## src/rtl/sdram_arbiter.sv

```systemverilog
`default_nettype none
// ============================================================================
// Module   : sdram_arbiter
// Purpose  : Multi-channel front end for the SDRAM controller. Grants client
//            requests round-robin, latches the granted request's command,
//            address and write word, presents it on the controller command
//            port, and routes read beats / write completions back to the
//            owning channel only.
// Ports    :
//   clk, reset_n            clock, asynchronous active-low reset
//   ch_command              per-channel 2-bit command (0 idle, 1 write,
//                           2 read, 3 reserved = idle)
//   ch_address              per-channel address
//   ch_data_write           per-channel write word
//   ch_accept               one-cycle pulse: request latched
//   ch_data_read            broadcast read data
//   ch_data_read_valid      read beat valid, owning channel only
//   ch_write_done           write complete, owning channel only
//   ctrl_command            registered command to the controller
//   ctrl_address            latched address
//   ctrl_data_write         latched write word
//   ctrl_ready              controller takes the command this cycle
//   ctrl_data_read          controller read data
//   ctrl_data_read_valid    controller read beat
//   ctrl_data_write_done    controller write complete
// Revision : 1.0 - initial release
// ============================================================================
module sdram_arbiter #(
    parameter int CHANNELS          = 2,
    parameter int ADDRESS_WIDTH     = 22,
    parameter int DATA_WIDTH        = 16,
    parameter int READ_BURST_LENGTH = 4
) (
    input  logic                           clk,
    input  logic                           reset_n,
    input  logic [2*CHANNELS-1:0]          ch_command,
    input  logic [ADDRESS_WIDTH*CHANNELS-1:0] ch_address,
    input  logic [DATA_WIDTH*CHANNELS-1:0] ch_data_write,
    output logic [CHANNELS-1:0]            ch_accept,
    output logic [DATA_WIDTH-1:0]          ch_data_read,
    output logic [CHANNELS-1:0]            ch_data_read_valid,
    output logic [CHANNELS-1:0]            ch_write_done,
    output logic [1:0]                     ctrl_command,
    output logic [ADDRESS_WIDTH-1:0]       ctrl_address,
    output logic [DATA_WIDTH-1:0]          ctrl_data_write,
    input  logic                           ctrl_ready,
    input  logic [DATA_WIDTH-1:0]          ctrl_data_read,
    input  logic                           ctrl_data_read_valid,
    input  logic                           ctrl_data_write_done
);

    localparam int c_grant_w = (CHANNELS > 1) ? $clog2(CHANNELS) : 1;
    localparam int c_beat_w  = $clog2(READ_BURST_LENGTH) + 1;

    localparam logic [1:0] c_cmd_idle  = 2'd0;
    localparam logic [1:0] c_cmd_write = 2'd1;
    localparam logic [1:0] c_cmd_read  = 2'd2;

    localparam logic [c_beat_w-1:0]  c_last_beat  = c_beat_w'(READ_BURST_LENGTH - 1);
    localparam logic [c_grant_w-1:0] c_last_chan  = c_grant_w'(CHANNELS - 1);

    typedef enum logic [1:0] {
        S_IDLE       = 2'd0,
        S_ISSUE      = 2'd1,
        S_WAIT_READ  = 2'd2,
        S_WAIT_WRITE = 2'd3
    } state_t;

    state_t                     r_state;
    logic [c_grant_w-1:0]       r_rr;
    logic [c_grant_w-1:0]       r_grant;
    logic [c_beat_w-1:0]        r_beat;
    logic [CHANNELS-1:0]        r_accept;
    logic [1:0]                 r_ctrl_command;
    logic [ADDRESS_WIDTH-1:0]   r_ctrl_address;
    logic [DATA_WIDTH-1:0]      r_ctrl_data_write;

    logic [CHANNELS-1:0]        w_req;
    logic                       w_pick_found;
    logic [c_grant_w-1:0]       w_pick;
    logic [CHANNELS-1:0]        w_pick_onehot;
    logic [1:0]                 w_pick_cmd;
    logic [ADDRESS_WIDTH-1:0]   w_pick_addr;
    logic [DATA_WIDTH-1:0]      w_pick_data;
    int                         w_best_dist;
    logic [CHANNELS-1:0]        w_grant_onehot;
    logic [c_grant_w-1:0]       w_rr_next;

    // Only write and read count as requests; the reserved code is ignored.
    generate
        for (genvar g = 0; g < CHANNELS; g++) begin : g_req
            assign w_req[g] = (ch_command[2*g +: 2] == c_cmd_write) ||
                              (ch_command[2*g +: 2] == c_cmd_read);
        end
    endgenerate

    // Round-robin pick: the requester with the smallest forward distance
    // from the pointer wins, which gives rr, rr+1, ... wrapping at the top.
    always_comb begin
        w_pick_found  = 1'b0;
        w_pick        = '0;
        w_pick_onehot = '0;
        w_pick_cmd    = c_cmd_idle;
        w_pick_addr   = '0;
        w_pick_data   = '0;
        w_best_dist   = CHANNELS;
        for (int i = 0; i < CHANNELS; i++) begin
            if (w_req[i] && (((i + CHANNELS - int'(r_rr)) % CHANNELS) < w_best_dist)) begin
                w_best_dist      = (i + CHANNELS - int'(r_rr)) % CHANNELS;
                w_pick_found     = 1'b1;
                w_pick           = c_grant_w'(i);
                w_pick_onehot    = '0;
                w_pick_onehot[i] = 1'b1;
                w_pick_cmd       = ch_command[2*i +: 2];
                w_pick_addr      = ch_address[ADDRESS_WIDTH*i +: ADDRESS_WIDTH];
                w_pick_data      = ch_data_write[DATA_WIDTH*i +: DATA_WIDTH];
            end
        end
    end

    always_comb begin
        w_grant_onehot = '0;
        for (int i = 0; i < CHANNELS; i++) begin
            w_grant_onehot[i] = (r_grant == c_grant_w'(i));
        end
    end

    // Pointer moves to the channel after the one just served; with a single
    // channel this is always zero.
    assign w_rr_next = (r_grant == c_last_chan) ? '0 : r_grant + 1'b1;

    always_ff @(posedge clk or negedge reset_n) begin
        if (!reset_n) begin
            r_state           <= S_IDLE;
            r_rr              <= '0;
            r_grant           <= '0;
            r_beat            <= '0;
            r_accept          <= '0;
            r_ctrl_command    <= c_cmd_idle;
            r_ctrl_address    <= '0;
            r_ctrl_data_write <= '0;
        end else begin
            // Accept is a single pulse on the first ISSUE cycle.
            r_accept <= '0;
            case (r_state)
                S_IDLE: begin
                    if (w_pick_found) begin
                        r_grant           <= w_pick;
                        r_accept          <= w_pick_onehot;
                        r_ctrl_command    <= w_pick_cmd;
                        r_ctrl_address    <= w_pick_addr;
                        r_ctrl_data_write <= w_pick_data;
                        r_state           <= S_ISSUE;
                    end
                end
                S_ISSUE: begin
                    // The command register doubles as the latched command
                    // until the controller takes it.
                    if (ctrl_ready) begin
                        r_ctrl_command <= c_cmd_idle;
                        r_beat         <= '0;
                        if (r_ctrl_command == c_cmd_read) begin
                            r_state <= S_WAIT_READ;
                        end else begin
                            r_state <= S_WAIT_WRITE;
                        end
                    end
                end
                S_WAIT_READ: begin
                    if (ctrl_data_read_valid) begin
                        if (r_beat == c_last_beat) begin
                            r_beat  <= '0;
                            r_rr    <= w_rr_next;
                            r_state <= S_IDLE;
                        end else begin
                            r_beat <= r_beat + 1'b1;
                        end
                    end
                end
                S_WAIT_WRITE: begin
                    if (ctrl_data_write_done) begin
                        r_rr    <= w_rr_next;
                        r_state <= S_IDLE;
                    end
                end
                default: begin
                    r_state <= S_IDLE;
                end
            endcase
        end
    end

    // Responses are forwarded combinationally, gated by the owning wait state
    // so stray controller responses never reach a client.
    assign ch_data_read       = ctrl_data_read;
    assign ch_data_read_valid = ((r_state == S_WAIT_READ) && ctrl_data_read_valid)
                                ? w_grant_onehot : '0;
    assign ch_write_done      = ((r_state == S_WAIT_WRITE) && ctrl_data_write_done)
                                ? w_grant_onehot : '0;

    assign ch_accept       = r_accept;
    assign ctrl_command    = r_ctrl_command;
    assign ctrl_address    = r_ctrl_address;
    assign ctrl_data_write = r_ctrl_data_write;

endmodule
`default_nettype wire
```

## config.mk

```make
export PLATFORM = sky130hd
export DESIGN_NAME = sdram_arbiter
export DESIGN_NICKNAME = d
export VERILOG_FILES = /design/src/rtl/sdram_arbiter.sv
export SDC_FILE = /design/constraint.sdc
export NUM_CORES = 1
export LEC_CHECK = 0
export CAP_MARGIN = 25
export CORE_ASPECT_RATIO = 0.75
export CORE_MARGIN = 10
export CORE_UTILIZATION = 39
export DETAILED_ROUTE_END_ITERATION = 8
export PLACE_DENSITY_LB_ADDON = 0.12
export SYNTH_ARGS = -nofsm -noshare
export SYNTH_HDL_FRONTEND = slang
export SYNTH_SLANG_ARGS = --single-unit
export TNS_END_PERCENT = 20
```

## constraint.sdc

```tcl
create_clock -name clk -period 3.6 [get_ports clk]
set_input_delay 0.72 -clock clk [delete_from_list [all_inputs] [get_ports clk]]
set_output_delay 0.72 -clock clk [all_outputs]
set_load 0.02 [all_outputs]
```

==> impl_table.tex <==
\begin{tabular}{lr}
\hline
Metric & Value \\
\hline
\multicolumn{2}{l}{\textbf{Drt}} \\
Final routed wire length divided by cell count & approximately 17 um \\
Detailed Routing Iterations Pass 1 & 4 \\
Via total after detailed routing & 2213 \\
Final Routed Wirelength & around 7.7 mm \\
Detail-routed via count per cell & 4.94 \\
Number of design-rule violations left by the first detailed-router iteration & 87 \\
Number of design rule violations left after detail routing & 0 \\
Antenna Nets Post-Route & 0 \\
\multicolumn{2}{l}{\textbf{Yosys}} \\
Post-synthesis sequential element count & 49 \\
Synth Cell Area & approximately 0.0025 mm2 \\
Average instance area after synthesis & 10.0 um2 \\
Post-synth net total & $\sim$360 \\
Syn. warnings & 0 \\
Count of mapped cells out of synthesis & approximately 250 \\
Register area share after synthesis & 0.486 \\
Count of distinct cell types in the synthesized netlist & 29 \\
\multicolumn{2}{l}{\textbf{Finish}} \\
Proportion of layout cells with a drive suffix above 1 & 0.0926 \\
Final instance area & around 0.0038 mm2 \\
Area grow syn2layout & 52.0\% \\
N\_diodes & 0 \\
Fillers & around 540 \\
Final net count & 471 \\
\multicolumn{2}{l}{\textbf{Timing}} \\
Final hold violation count & 0 \\
Final worst setup slack & $\sim$470 ps \\
Final-layout worst hold slack & roughly 470 ps \\
Final setup violation count & 0 \\
Final Cycle Share & 0.870 \\
Slew margin rel. & 0.533 \\
Setup repair after global routing missed its margin & false \\
Final Critical Period & between 3000 and 4000 ps \\
Number of pins exceeding their max-slew limit in the final report & 0 \\
Fmax & around 0.32 GHz \\
Setup skew after layout & 7.00 ps \\
Setup\_tns & 0 ps \\
Actual slew at the worst max-slew pin & approximately 700 ps \\
\multicolumn{2}{l}{\textbf{Hold path}} \\
HP Class & in -> async \\
\multicolumn{2}{l}{\textbf{Floorplan}} \\
Chip Width & around 110 um \\
I/O pin cnt & around 160 \\
Initial Utilization & 0.402 \\
Core area & 0.00629 mm2 \\
Num rows & 25 \\
Die Span Y & between 80 and 90 um \\
Full die area & 0.0101 mm2 \\
\multicolumn{2}{l}{\textbf{CTS}} \\
Post-CTS Setup Inserts & 0 \\
Clock tree from TritonCTS & done \\
Clock transition time at the flip-flop clock pins of the worst setup and hold paths & 80 ps \\
Insertion delay of the later-clocked pin in the worst-skew pair & just under 300 ps \\
Post-cts sizing count & 0 \\
Cell at the root of the clock tree & clkbuf\_8 \\
CTS buffer count & 5 \\
Number of clock sinks seen by CTS & 49 \\
Hold buffers post-CTS & 0 \\
H-Tree Level Count & 2 \\
Clock Tree Buf Depth & 2 \\
\multicolumn{2}{l}{\textbf{Setup path}} \\
Arrival time at the worst endpoint & around 2400 ps \\
Element type at the critical path start & input pin \\
Biggest fanout along the worst timing path & 5 \\
Critical Path RT & $\sim$2900 ps \\
Slowest Stage Delay on Critical Path & 620 ps \\
Setup Crit Path Kind & in -> out \\
Cell with the most instances on the worst path & clkdlybuf4s50\_1 \\
Dominant delay contributor by cell family on the critical path & buffers and inverters \\
Worst path slowest cell & clkdlybuf4s50\_1 \\
Buffers and inverters on the worst path & 2 \\
Cell-by-cell listing of the critical path & clkdlybuf4s50\_1 -> nor2b\_1 -> nand2\_1 -> nor2\_1 -> clkdlybuf4s50\_1 \\
Kind of end point of the critical path & output pin \\
\multicolumn{2}{l}{\textbf{GRT}} \\
Global-route wire length before repair & approximately 12 mm \\
Total overflow reported by the global router & 0 \\
Antenna violations before repair & 0 \\
Number of global-route vias before repair & between 2k and 2.5k \\
Global routing usage summed across all routing layers & 0.148 \\
Largest net degree at the start of global routing & 32 \\
\multicolumn{2}{l}{\textbf{Status}} \\
Run status & finished, final reports clean \\
\multicolumn{2}{l}{\textbf{Placed design}} \\
Count of buffers from port buffering & 130 \\
Total half-perimeter wirelength after legalization and detailed placement & 6.28 mm \\
Worst Setup Slack post-DPL & a little under 500 ps \\
Weighted congestion at the end of routability-driven global placement & 0.786 \\
Cell Area, Placed & about 0.0038 mm2 \\
\multicolumn{2}{l}{\textbf{Power}} \\
Total power consumption of the routed design & between 2000 and 3000 uW \\
Leak pwr & roughly 0.0016 uW \\
Power density relative to cell area & approximately 760 mW/mm2 \\
Maximum vdd drop & 0.364 mV \\
\multicolumn{2}{l}{\textbf{Flow run}} \\
Max Cap Violations & 0 \\
\hline
\end{tabular}
[worst register-to-register path, stage by stage, from the launching register on]
cell,delay (ps)
dfrtp_1,610
nor4_4,610
buf_4,350
a22oi_1,150
o21ai_2,80
[cells in the final DEF, fill, tap and decap left out, types with 2 or more instances in the layout]
master,count
nand2_1,8
o21bai_1,2
clkdlybuf4s50_1,129
a21oi_1,3
o21ai_2,16
clkbuf_8,6
nor2_1,12
a22oi_1,35
nor3_1,3
dfrtp_1,49
inv_1,44
nor2b_1,3
o31ai_1,2
o211ai_1,5
buf_4,7
o21ai_0,23
ha_1,3
a31oi_1,5
[cell type report]
cell class	instances	area, um2	area share
timing repair buffer	137	1350	0.351
tap	81	101	0.0264
inverter	44	165	0.0430
multi-input combinational	130	910	0.237
clock buffer	7	86.3	0.0225
sequential	49	1230	0.320
[synthesized netlist by cell type, drive strengths merged]
library cell | instances | area share
dfrtp | 49 | 0.49
inv | 44 | 0.065
o21ai | 39 | 0.10
a22oi | 35 | 0.10
buf | 24 | 0.080
nor2 | 12 | 0.018
nand2 | 8 | 0.012
a31oi | 5 | 0.012
clkbuf | 5 | 0.0084
o211ai | 5 | 0.015
a21oi | 3 | 0.0059
ha | 3 | 0.015
nor2b | 3 | 0.0074
nor3 | 3 | 0.0059
o21bai | 2 | 0.0059
o31ai | 2 | 0.0059
a2111oi | 1 | 0.011
a211oi | 1 | 0.0079
a311oi | 1 | 0.0035
nand3 | 1 | 0.0020
nor4 | 1 | 0.0084
o22ai | 1 | 0.0025
o2bb2ai | 1 | 0.0035
o32ai | 1 | 0.0035
xnor2 | 1 | 0.0064
xor2 | 1 | 0.0035
[routing by layer]
metal	part of all wire	track usage
met1	0.46	0.191
met4	0.0047	0.0264
met5	0	0
met3	0.11	0.0677
met2	0.43	0.224
[cell families (layout without fill, tap and decap cells)]
logic type,count (synthesis),after routing,synth area share
AO/OA/AOI/OAI,97,97,0.282
buffers and inverters,73,188,0.154
flip-flops,49,49,0.486
AND/OR/NAND/NOR,28,28,0.0535
adder cells (fa/ha/maj),3,3,0.0149
XOR/XNOR,2,2,0.00991
[report_power, final]
part / switching [uW] / internal (uW)
clock network: 170 / 153
logic: 842 / 736
registers: 194 / 807
total: 1200 / 1700
[per-stage QoR]
| step | util | std cells |
|---|---|---|
| final | 0.610 | 448 |
| after global placement | 0.597 | 441 |
| after floorplan | - | 252 |
| after global routing | 0.610 | 448 |
| after CTS | 0.610 | 448 |
| after detailed placement | 0.597 | 441 |
[sequential cells by signal, indices dropped and copies added (netlist names)]
register,cells
ch_accept,2
ctrl_address,22
r_beat,3
ctrl_data_write,16
r_rr,1
r_grant,1
ctrl_command,2
r_state,2
[worst paths after layout]
path,start,endpoint,slack [ps],depth (start not counted)
setup reg to reg,r_state[1],ctrl_address[1],1730,4
hold / removal,reset_n,ctrl_data_write[13],470,1
hold reg to reg,r_beat[0],r_beat[0],500,1
setup / recovery,ctrl_data_read_valid,ch_data_read_valid[0],470,5
min in group clk,r_beat[0],r_beat[0],500,1
max in group asynchronous,reset_n,ctrl_address[4],2400,2
No activity file was read; power rests on OpenSTA's default activity.
